[src/rtl/ahb_lite_master_arbiter.sv]
// Shares one AHB-Lite master port between NUM_REQ requesters using SINGLE transfers with
// pipelined address/data slots. Define AHB_ARB_FIXED_PRIO_EN for fixed priority (default round-robin).
module ahb_lite_master_arbiter #(
    parameter int unsigned NUM_REQ = 2,
    parameter int unsigned ADDR_W  = 32,
    parameter int unsigned DATA_W  = 32
) (
    input  logic                      HCLK,
    input  logic                      HRESET,
    input  logic [NUM_REQ-1:0]        req_valid,
    output logic [NUM_REQ-1:0]        req_ready,
    input  logic [NUM_REQ-1:0]        req_write,
    input  logic [NUM_REQ*ADDR_W-1:0] req_addr,
    input  logic [NUM_REQ*3-1:0]      req_size,
    input  logic [NUM_REQ*DATA_W-1:0] req_wdata,
    output logic [NUM_REQ-1:0]        rsp_valid,
    output logic [DATA_W-1:0]         rsp_rdata,
    output logic                      rsp_err,
    output logic [ADDR_W-1:0]         HADDR,
    output logic                      HWRITE,
    output logic [2:0]                HSIZE,
    output logic [2:0]                HBURST,
    output logic [1:0]                HTRANS,
    output logic [DATA_W-1:0]         HWDATA,
    input  logic [DATA_W-1:0]         HRDATA,
    input  logic                      HREADY,
    input  logic                      HRESP,
    output logic                      busy
);

    localparam int unsigned IdxW = $clog2(NUM_REQ);
    localparam logic [1:0] TransIdle   = 2'b00;
    localparam logic [1:0] TransNonseq = 2'b10;

    // Slot A: transfer in address phase
    logic              a_valid_q, a_valid_d;
    logic [ADDR_W-1:0] a_addr_q, a_addr_d;
    logic              a_write_q, a_write_d;
    logic [2:0]        a_size_q, a_size_d;
    logic [DATA_W-1:0] a_wdata_q, a_wdata_d;
    logic [IdxW-1:0]   a_owner_q, a_owner_d;
    // Slot D: transfer in data phase
    logic              d_valid_q, d_valid_d;
    logic              d_write_q, d_write_d;
    logic [DATA_W-1:0] d_wdata_q, d_wdata_d;
    logic [IdxW-1:0]   d_owner_q, d_owner_d;
    // Set after error cycle 1: slot A is parked (bus IDLE) until the error completes
    logic              hold_q, hold_d;
    logic [NUM_REQ-1:0] rsp_valid_q, rsp_valid_d;
    logic [DATA_W-1:0] rsp_rdata_q, rsp_rdata_d;
    logic              rsp_err_q, rsp_err_d;

    logic               pipe_empty, a_advance, a_free, hs, sel_bad, grant_found;
    logic [IdxW-1:0]    grant_idx;
    logic [NUM_REQ-1:0] eligible;
    logic [2:0]         sel_size;

`ifndef AHB_ARB_FIXED_PRIO_EN
    logic [IdxW-1:0] last_q, last_d;
`endif

    always_comb begin
        pipe_empty = !a_valid_q && !d_valid_q && !hold_q;
        a_advance  = a_valid_q && !hold_q && HREADY;
        a_free     = !a_valid_q || a_advance;
        // Unsupported sizes answer immediately, so they wait for an empty pipe to keep order
        for (int i = 0; i < int'(NUM_REQ); i++) begin
            eligible[i] = req_valid[i] && ((req_size[i*3 +: 3] <= 3'd2) || pipe_empty);
        end
    end

    always_comb begin
        grant_found = 1'b0;
        grant_idx   = '0;
`ifdef AHB_ARB_FIXED_PRIO_EN
        for (int i = int'(NUM_REQ) - 1; i >= 0; i--) begin
            if (eligible[i]) begin
                grant_found = 1'b1;
                grant_idx   = IdxW'(i);
            end
        end
`else
        for (int k = 1; k <= int'(NUM_REQ); k++) begin
            if (!grant_found && eligible[(int'(last_q) + k) % int'(NUM_REQ)]) begin
                grant_found = 1'b1;
                grant_idx   = IdxW'((int'(last_q) + k) % int'(NUM_REQ));
            end
        end
`endif
    end

    always_comb begin
        hs        = HREADY && a_free && grant_found;
        req_ready = '0;
        if (hs && !HRESET) begin
            req_ready[grant_idx] = 1'b1;
        end
        sel_size = req_size[int'(grant_idx)*3 +: 3];
        sel_bad  = sel_size > 3'd2;
    end

    always_comb begin
        a_valid_d = a_valid_q;
        a_addr_d  = a_addr_q;
        a_write_d = a_write_q;
        a_size_d  = a_size_q;
        a_wdata_d = a_wdata_q;
        a_owner_d = a_owner_q;
        if (hs && !sel_bad) begin
            a_valid_d = 1'b1;
            a_addr_d  = req_addr[int'(grant_idx)*ADDR_W +: ADDR_W];
            a_write_d = req_write[grant_idx];
            a_size_d  = sel_size;
            a_wdata_d = req_write[grant_idx] ? req_wdata[int'(grant_idx)*DATA_W +: DATA_W] : '0;
            a_owner_d = grant_idx;
        end else if (a_advance) begin
            a_valid_d = 1'b0;
        end

        d_valid_d = d_valid_q;
        d_write_d = d_write_q;
        d_wdata_d = d_wdata_q;
        d_owner_d = d_owner_q;
        if (a_advance) begin
            d_valid_d = 1'b1;
            d_write_d = a_write_q;
            d_wdata_d = a_wdata_q;
            d_owner_d = a_owner_q;
        end else if (HREADY) begin
            d_valid_d = 1'b0;
        end

        if (HREADY) begin
            hold_d = 1'b0;
        end else begin
            hold_d = hold_q || (HRESP && d_valid_q);
        end

        rsp_valid_d = '0;
        rsp_rdata_d = '0;
        rsp_err_d   = 1'b0;
        if (d_valid_q && HREADY) begin
            rsp_valid_d[d_owner_q] = 1'b1;
            rsp_rdata_d = d_write_q ? '0 : HRDATA;
            rsp_err_d   = HRESP;
        end else if (hs && sel_bad) begin
            rsp_valid_d[grant_idx] = 1'b1;
            rsp_err_d = 1'b1;
        end
    end

`ifndef AHB_ARB_FIXED_PRIO_EN
    always_comb begin
        last_d = hs ? grant_idx : last_q;
    end

    always_ff @(posedge HCLK or posedge HRESET) begin
        if (HRESET) begin
            last_q <= IdxW'(NUM_REQ - 1);
        end else begin
            last_q <= last_d;
        end
    end
`endif

    always_ff @(posedge HCLK or posedge HRESET) begin
        if (HRESET) begin
            a_valid_q   <= 1'b0;
            a_addr_q    <= '0;
            a_write_q   <= 1'b0;
            a_size_q    <= '0;
            a_wdata_q   <= '0;
            a_owner_q   <= '0;
            d_valid_q   <= 1'b0;
            d_write_q   <= 1'b0;
            d_wdata_q   <= '0;
            d_owner_q   <= '0;
            hold_q      <= 1'b0;
            rsp_valid_q <= '0;
            rsp_rdata_q <= '0;
            rsp_err_q   <= 1'b0;
        end else begin
            a_valid_q   <= a_valid_d;
            a_addr_q    <= a_addr_d;
            a_write_q   <= a_write_d;
            a_size_q    <= a_size_d;
            a_wdata_q   <= a_wdata_d;
            a_owner_q   <= a_owner_d;
            d_valid_q   <= d_valid_d;
            d_write_q   <= d_write_d;
            d_wdata_q   <= d_wdata_d;
            d_owner_q   <= d_owner_d;
            hold_q      <= hold_d;
            rsp_valid_q <= rsp_valid_d;
            rsp_rdata_q <= rsp_rdata_d;
            rsp_err_q   <= rsp_err_d;
        end
    end

    always_comb begin
        HADDR     = a_addr_q;
        HWRITE    = a_write_q;
        HSIZE     = a_size_q;
        HBURST    = 3'b000;
        HTRANS    = (a_valid_q && !hold_q) ? TransNonseq : TransIdle;
        HWDATA    = d_wdata_q;
        rsp_valid = rsp_valid_q;
        rsp_rdata = rsp_rdata_q;
        rsp_err   = rsp_err_q;
        busy      = a_valid_q || d_valid_q || hold_q;
    end

endmodule

[config.mk]
export PLATFORM = sky130hd
export DESIGN_NAME = ahb_lite_master_arbiter
export DESIGN_NICKNAME = d
export VERILOG_FILES = /design/src/rtl/ahb_lite_master_arbiter.sv
export SDC_FILE = /design/constraint.sdc
export NUM_CORES = 1
export LEC_CHECK = 0
export ABC_AREA = 1
export CORE_ASPECT_RATIO = 0.8
export CORE_MARGIN = 3
export CORE_UTILIZATION = 46
export DETAILED_ROUTE_END_ITERATION = 10
export PLACE_DENSITY_LB_ADDON = 0.05
export SLEW_MARGIN = 20
export SYNTH_ARGS = -nofsm -noshare
export SYNTH_HDL_FRONTEND = slang
export SYNTH_SLANG_ARGS = --single-unit
[constraint.sdc]
create_clock -name HCLK -period 12.8 [get_ports HCLK]
set_clock_uncertainty 0.15 [all_clocks]
set_input_delay 2.56 -clock HCLK [delete_from_list [all_inputs] [get_ports HCLK]]
set_output_delay 2.56 -clock HCLK [all_outputs]
set_load 0.01 [all_outputs]
# [Word-level counts from Yosys, hierarchy flattened]
# Index checks and enable logic that the tools add are counted.
# W data, S select, Z words.
[classes] shift=3 n_mul=1 div_mod_pow=0 n_eq_ne=0 addsub=2 n_lt_le_gt_ge=9 bitwise=2 n_mux=30 reduce_logical=30
[ops] operator="$shiftx A64 B7 Y32" n=2
[ops] operator="$mux W32" n=3
[ops] operator="$mux W1" n=21
[ops] operator="$logic_and A1 B1 Y1" n=16
[ops] operator="$mux W2" n=4
[ops] operator="$le A3 B2 Y1 const B" n=2
[ops] operator="$logic_not A1 Y1" n=6
[ops] operator="$logic_or A1 B1 Y1" n=6
[ops] operator="$lt A2 B3 Y1 const B" n=2
[ops] operator="$shiftx A6 B4 Y3" n=1
[ops] operator="$lt A1 B2 Y1 const B" n=2
[ops] operator="$reduce_bool A2 Y1" n=2
[ops] operator="$gt A3 B2 Y1 const B" n=1
[ops] operator="$mul A1 B2 Y3 const B" n=1
[ops] operator="$add A1 B1 Y1 const B" n=2
[ops] operator="$and A1 B1 Y1 const A" n=2
[ops] operator="$demux W1 S1" n=2
[ops] operator="$ge A1 B1 Y1 const B" n=2
[word_totals] latchBits=0 rom_bits=0 word_cells=92 out_inout_bits=111 ram_bits=0 memories=0 in_bits=174 ff_bits=142

# [Depth between registers and ports, before layout]
# Gate-level depths: netlist of run 1.
[logic_depth] depth_word=18 ltp_mapped=12 mapped_depth_nobuf=11

# [Worst setup path before layout of run 1]
# Ideal clock, no wire load.
[synth_path] kind="input to output" from="input port HRESET" to="output port req_ready[0]" n_path_buf=0 t_required_ps=10090 t_arrival_ps=6042 path_stages=3 path_slack_ps=4048 path_cell_list="inv_1 > nand2_1 > nor2_1"
[synth_via] elab_chain_len=3
[synth_lines] element="start, declared" line="9" text="input logic HRESET,"
[synth_lines] element="$logic_not A1 Y1 (no line)"
[synth_lines] element="$logic_and A1 B1 Y1" line="95" text="if (hs && !HRESET) begin"
[synth_lines] element="$mux W2" line="95"
[synth_lines] element="end, declared" line="11" text="output logic [NUM_REQ-1:0] req_ready,"
# No other way between the ends.

# [Final worst setup path of run 1]
[layout_path] from="input port req_size[1]" to="output port req_ready[0]"
[layout_via] elab_chain_len=15 word_cells_on_any_way=23 classes_between="order compare: 3; mux: 13; reduce/logical: 7"
[layout_lines] element="start, declared" line="14" text="input logic [NUM_REQ*3-1:0] req_size,"
[layout_lines] element="$le A3 B2 Y1 (*)" line="68" text="eligible[i] = req_valid[i] && ((req_size[i*3 +: 3] <= 3'd2) || pipe_empty);"
[layout_lines] element="$logic_or A1 B1 Y1 (*)" line="68"
[layout_lines] element="$logic_and A1 B1 Y1 (*)" line="68"
[layout_lines] element="$mux W1 (not written as such) (3 in series)" line="84" text="if (!grant_found && eligible[(int'(last_q) + k) % int'(NUM_REQ)]) begin"
[layout_lines] element="$mux W1" line="84"
[layout_lines] element="$logic_not A1 Y1" line="84"
[layout_lines] element="$logic_and A1 B1 Y1" line="84"
[layout_lines] element="$mux W1" line="84"
[layout_lines] element="$lt A1 B2 Y1 (not written as such) or $ge A1 B1 Y1 (tied branches)" line="96" text="req_ready[grant_idx] = 1'b1;"
[layout_lines] element="$logic_and A1 B1 Y1 (not written as such)" line="96"
[layout_lines] element="$mux W1 (not written as such)" line="96"
[layout_lines] element="$demux W1 S1" line="96"
[layout_lines] element="$mux W2 (*)" line="95"
# Mark *: on every way between the ends. The rest lies on a longest branch, timed or not. The select of a mux whose other input is x is not followed.

==> impl_metrics.csv, run 1 <==
group,metric,value,unit
grt,antenna_found_initial,0,
placed_design,place_ws,3840,ps
sta,min_period_over_period,0.699,
worst_setup_path,timing.rr.end,"a_wdata_q[12]$_DFFE_PP0P_",
sta,drv_slew,0,
worst_hold_path,min-delay-start,"HSIZE[2]$_DFFE_PP0P_",
synthesis,yosysTopAreaCell,"dfrtp_1",
clock_tree,clock_path_buffers,2,
sta,max_freq,112,MHz
sta,finalSetupViolCount,0,
worst_setup_path,path_buf_inv,3,
sta,fin_crit,8950,ps
clock_tree,cts_post_setup_buffers_inserted,0,
layout,fin_nets,1313,
clock_tree,cts_hold_buffers,0,
run_status,status,"finished clean",
synthesis,synth.area.top_cells,"dfrtp_1 (52%), nand2_1 (27%), nand4_1 (6.3%), nand3_1 (2.8%), inv_1 (2.2%)",
grt,first_global_vias,6325,
worst_setup_path,slowest_delay,860,ps
pwr,power_density,194,nW/um^2
clock_tree,cts_tree,"done",
grt,grt_pass1_wl,33.0,mm
clock_tree,cts-buffers-inserted,17,
worst_setup_path,crit_type,"primary input to output pin",
floorplanning,num_rows,38,
layout,final_area,10200,sq um
grt,overflow,0,
grt,gr-usage-met3,0.0856,
worst_setup_path,path_delay_family,"buffers and inverters",
placed_design,port_buffers,280,
worst_setup_path,rrSetupSlack,8190,ps
synthesis,synth_edf_count,0,
layout,areaGrowthSynthToFinish,51.1,%
synthesis,synth_area,6730,sq um
sta,timing.final.ws_setup,3850,ps
worst_setup_path,cp_data_arrival_time,6240,ps
layout,multi_input_area,2720,sq um
worst_setup_path,required,10090,ps
routing,routedWlPerCell,15.6,microns
grt,grtUsageMet1,0.330,
clock_tree,cts_num_sinks,142,
synthesis,yosysTopAreaCellShare,0.525,
synthesis,synthDistinctLibCells,22,
worst_setup_path,ff2ff_path_depth,12,
routing,dr.pass1.iters,5,
clock_tree,ctsHtreeMaxLevel,4,
routing,drt_iter0_drc,468,
sta,fin_tns_setup,0,ps
floorplanning,ios,285,
grt,busiest_layer,"met2",
placed_design,post_dp_cell_area,9520,sq um
routing,antenna_left,0,
floorplanning,fp.dieH,114,microns
floorplanning,initial_core_util,0.483,
layout,regArea,3560,sq um
sta,maxSlewHeadroom,0.363,
placed_design,gp_congestion,0.801,
synthesis,async_reset_ff_frac,1.00,
routing,drt_wl_total,20.8,mm
synthesis,synth.yosys.seq_area_share,0.529,
clock_tree,clk_pin_slew,60,ps
sta,final-hold-violation-count,0,
synthesis,syn_avg_cell_area,7.52,sq um
worst_hold_path,min_to,"HSIZE[2]$_DFFE_PP0P_",
flow_run,cap_violations,0,
grt,track_usage,0.257,
synthesis,yosysMostFrequentCell,"nand2_1",
synthesis,netlist_top_cells_count,"nand2_1 (487), dfrtp_1 (141), nand4_1 (68)",
synthesis,ys_warn_count,0,
worst_setup_path,crit_chain,"clkdlybuf4s50_1 > nand2_1 > nand2_1 > nand2_1 > nand3_2 > nand2_4 > clkinv_1 > nor2_1 > clkdlybuf4s50_1",
pwr,p_leak,5.31,nW
worst_hold_path,hold_path_class,"flop to flop",
synthesis,synth_cells,894,
pwr,power,1.97,mW
worst_setup_path,cpMostUsedCell,"nand2_1",
placed_design,dp_hpwl,13.6,mm
worst_setup_path,cp-end-kind,"output pin",
worst_setup_path,start_kind,"primary input",
pwr,ir_worst_vdd,149,uV
clock_tree,cts_root_buffer,"clkbuf_16",
floorplanning,dieArea,16100,sq um
worst_setup_path,worstPathMaxFanout,36,
worst_setup_path,timing.rr.start,"d_valid_q$_DFFE_PP0P_",
layout,drive_gt1_frac,0.0452,
sta,rsz0062_at_grt,"false",
floorplanning,dieWidth,141,microns
routing,vias,6691,
grt,use_met2,0.421,
floorplanning,fp.coreArea,13900,sq um
routing,vias_per_cell,5.02,
grt,grt_start_max_net_pins,86,
synthesis,ys_ff_latch,142,
clock_tree,post_cts_resized,0,
worst_hold_path,holdPathStages,2,
worst_setup_path,cp_slowest_cell,"clkinv_1",
synthesis,synthFlopType,"dfrtp_1",
layout,num-fill-cells,1093,
clock_tree,insertion_delay,410,ps
sta,worstMarginPinSlew,950,ps
routing,drc,0,
==> per-stage QoR <==
step	std cells	hold WS, ps	util
2_1_floorplan	897	292	-
3_3_place_gp	1300	300	0.684
3_5_place_dp	1300	301	0.684
4_1_cts	1331	317	0.729
5_1_grt	1331	337	0.729
6_report	1333	316	0.729
==> worst max-delay path by stage <==
stage | start | to | slack, ps | depth (start not counted)
after floorplan | HRESET | req_ready[0] | 4050 | 3
after global routing | req_size[1] | req_ready[0] | 3510 | 9
after CTS | req_size[1] | req_ready[0] | 3810 | 9
after detailed placement | req_size[1] | req_ready[0] | 3840 | 9
after global placement | req_size[1] | req_ready[0] | 3930 | 9
final | req_size[1] | req_ready[0] | 3850 | 9
==> sequential cells by signal (all words and copies together), names as in the netlist <==
name,cells
rsp_rdata,32
rsp_valid,2
a_owner_q,1
d_owner_q,1
hold_q,1
a_valid_q,1
HSIZE,3
d_write_q,1
a_wdata_q,32
last_q,1
HADDR,32
HWDATA,32
d_valid_q,1
rsp_err,1
HWRITE,1
==> cells in the final DEF (no fill, tap or decap) <==
cell,instances
inv_2,1
nand2_2,2
nor2_1,38
nand3_1,37
conb_1,4
nand2_4,1
clkdlybuf4s50_1,280
dfrtp_1,140
clkbuf_8,1
clkinv_4,5
diode_2,2
o21ai_0,2
bufinv_16,4
a21oi_1,2
dfstp_2,1
a21boi_4,1
clkbuf_16,17
clkinv_2,2
inv_6,2
o21ai_4,1
nand2_1,486
inv_1,38
nor2_4,1
clkinv_1,2
or2_2,1
a21boi_0,1
buf_4,8
o21ai_1,1
nand3_2,2
dfrtp_2,1
nand4_1,68
clkinvlp_4,1
==> layout make-up <==
cell class | count | share of cell area
sequential | 142 | 0.350
timing repair buffer | 288 | 0.282
multi-input combinational | 648 | 0.268
clock buffer | 18 | 0.0432
tap | 180 | 0.0222
clock inverter | 13 | 0.0187
inverter | 42 | 0.0160
antenna | 2 | 0.000492
==> per-layer routing <==
metal	up-vias	share of wire
met5	-	0
met4	0	0.014
met3	20	0.097
met2	275	0.48
met1	3117	0.41
li1	3279	-
==> power breakdown <==
part           internal (mW)  switching (mW)
Clock                  0.332           0.192
Combinational          0.334           0.416
Sequential             0.601          0.0930
Total                   1.27           0.701
==> logic make-up after synthesis <==
| family | synth area share |
|---|---|
| flops | 0.529 |
| simple gates | 0.391 |
| other cells | 0.000558 |
| compound gates | 0.0100 |
| buf+inv | 0.0700 |
==> worst min-delay path: stages, from the launching register on <==
cell	delay (ps)
dfrtp_1	340
nand2_1	50
inv_1	40
No activity file was read; power rests on OpenSTA's default activity.
==> inputs of run 2 (changes only) <==
CORE_UTILIZATION = 39   (was 46)
clock period = 7.47 ns   (was 12.8 ns; I/O delays follow)
==> run 2 against run 1 <==
Sequential share of layout area barely moved. Highest routed layer unchanged. Critical path type unchanged. Cell area about the same. Count of clock-buffer cells in the layout shrank 1.
==> impl_metrics.csv, run 2 (same netlist as run 1, synthesis figures left out) <==
group,metric,value,unit
clock_tree,clock_path_buffers,2,
grt,first_global_vias,6165,
grt,antenna_found_initial,0,
floorplanning,num_rows,42,
placed_design,dp_hpwl,13.8,mm
worst_setup_path,cp-end-kind,"output pin",
routing,dr.pass1.iters,4,
pwr,p_int,2.07,mW
placed_design,port_buffers,280,
clock_tree,cts_post_setup_buffers_inserted,0,
sta,maxSlewHeadroom,0.346,
routing,vias,6459,
clock_tree,post_cts_resized,0,
floorplanning,fp.dieH,123,microns
routing,routedWlPerCell,15.2,microns
floorplanning,dieWidth,153,microns
sta,rsz0062_at_grt,"false",
worst_hold_path,holdPathStages,2,
worst_setup_path,timing.rr.start,"d_valid_q$_DFFE_PP0P_",
layout,fin_cells,1374,
worst_hold_path,min_to,"d_owner_q$_DFFE_PP0P_",
layout,drive_gt1_frac,0.0468,
clock_tree,cts_tree,"done",
pwr,ir_worst_vdd,196,uV
worst_setup_path,worstPathMaxFanout,73,
placed_design,post_dp_cell_area,9590,sq um
worst_setup_path,timing.rr.end,"a_wdata_q[21]$_DFFE_PP0P_",
pwr,switching_power,1.21,mW
worst_setup_path,crit_chain,"clkdlybuf4s50_1 > nand2_1 > nand2_1 > nand2_1 > nand3_2 > buf_4 > nand2_4 > clkinv_1 > nor2_1 > clkdlybuf4s50_1",
clock_tree,cts_hold_buffers,0,
layout,layout_commonest_cell,"nand2_1",
layout,num-fill-cells,1569,
worst_setup_path,cp_data_arrival_time,4070,ps
routing,antenna_left,0,
sta,final-hold-violation-count,0,
sta,drv_slew,0,
pwr,p_seq_frac,0.361,
floorplanning,ios,285,
worst_setup_path,start_kind,"primary input",
clock_tree,insertion_delay,410,ps
placed_design,place_inst,1342,
routing,vias_per_cell,4.70,
worst_setup_path,ff2ff_path_depth,11,
layout,fin_nets,1315,
clock_tree,cts-buffers-inserted,17,
worst_hold_path,min-delay-start,"a_owner_q$_DFFE_PP0P_",
layout,antennaDiodeCount,0,
worst_setup_path,required,5830,ps
sta,max_freq,175,MHz
floorplanning,dieArea,18900,sq um
sta,min_period_over_period,0.764,
clock_tree,clk_pin_slew,60,ps
clock_tree,ctsHtreeMaxLevel,4,
routing,drt_iter0_drc,320,
grt,grt_pass1_wl,32.9,mm
worst_setup_path,slowest_delay,640,ps
worst_setup_path,crit_type,"primary input to output pin",
floorplanning,fp.coreArea,16700,sq um
pwr,p_comb_frac,0.389,
sta,fin_hold_ws,318,ps
pwr,power_frac_clock,0.250,
worst_hold_path,hold_path_class,"flop to flop",
grt,overflow,0,
pwr,power_density,323,nW/um^2
worst_setup_path,crit_start,"req_size[0]",
run_status,status,"finished clean",
pwr,p_sw_frac,0.369,
layout,multi_input_area,2720,sq um
sta,fin_crit,5710,ps
clock_tree,cts_num_sinks,142,
floorplanning,initial_core_util,0.402,
grt,grt_start_max_net_pins,94,
sta,finalSetupViolCount,0,
routing,drt_wl_total,20.8,mm
placed_design,gp_congestion,0.804,
flow_run,cap_violations,0,
layout,final_cell_mix,"nand2_1 (486), clkdlybuf4s50_1 (280), dfrtp_1 (140)",
clock_tree,cts_root_buffer,"clkbuf_16",
pwr,p_leak,5.28,nW
layout,final_area,10200,sq um
sta,worstMarginPinSlew,974,ps
layout,areaGrowthSynthToFinish,51.2,%
layout,regArea,3560,sq um
worst_setup_path,cpMostUsedCell,"nand2_1",
sta,fin_tns_setup,0,ps
layout,fin_util,0.608,
routing,drc,0,
worst_setup_path,rrSetupSlack,3410,ps
worst_setup_path,cp_slowest_cell,"nand2_4",
grt,track_usage,0.220,
-- run 2: cell types whose count changed in the layout (fill, tap and decap cells not counted), sizes merged --
cell / before / now
bufinv: 4 / 1
buf: 8 / 10
clkinvlp: 1 / 2
clkbuf: 18 / 17
clkinv: 9 / 6
inv: 41 / 48
diode: 2 / 0
-- run 2: area by class of cell --
class / instances / area share
inverters: 42 / 0.0160
flip-flops and latches: 142 / 0.350
well taps: 220 / 0.0271
multi-input cells: 648 / 0.268
clock inverters: 15 / 0.0145
repair buffers: 290 / 0.283
clock buffers: 17 / 0.0418
-- run 2: power by group through the flow --
stage	registers (mW)	logic, mW	clock network [mW]
after floorplan	1.24	0.611	0
after global placement	1.19	1.28	0
after detailed placement	1.19	1.29	0
after CTS	1.19	1.30	0.841
after global routing	1.22	1.42	0.874
final	1.18	1.28	0.822
-- run 2: metal layers --
| metal | global-route usage | vias up | part of all wire |
|---|---|---|---|
| li1 | - | 3285 | - |
| met1 | 0.297 | 2949 | 0.45 |
| met2 | 0.345 | 207 | 0.46 |
| met3 | 0.0703 | 18 | 0.077 |
| met4 | 0.0646 | 0 | 0.013 |
| met5 | 0 | - | 0 |
-- run 2: worst max path at each step --
stage | to | depth (start not counted)
6_report | req_ready[0] | 10
5_1_grt | req_ready[0] | 10
4_1_cts | req_ready[0] | 10
3_5_place_dp | req_ready[0] | 10
3_3_place_gp | req_ready[0] | 10
2_1_floorplan | req_ready[0] | 3
-- run 2: critical path, delay by kind of cell --
family / cells / cell delay, ps
and+or+nand+nor: 6 / 1110
buffers and inverters: 4 / 1430
-- run 2: metrics by stage --
step,setup slack (ps),power (mW)
finish,1760,3.28
floorplan,850,1.85
global route,1520,3.51
global placement,1790,2.47
CTS,1760,3.32
detailed placement,1760,2.48
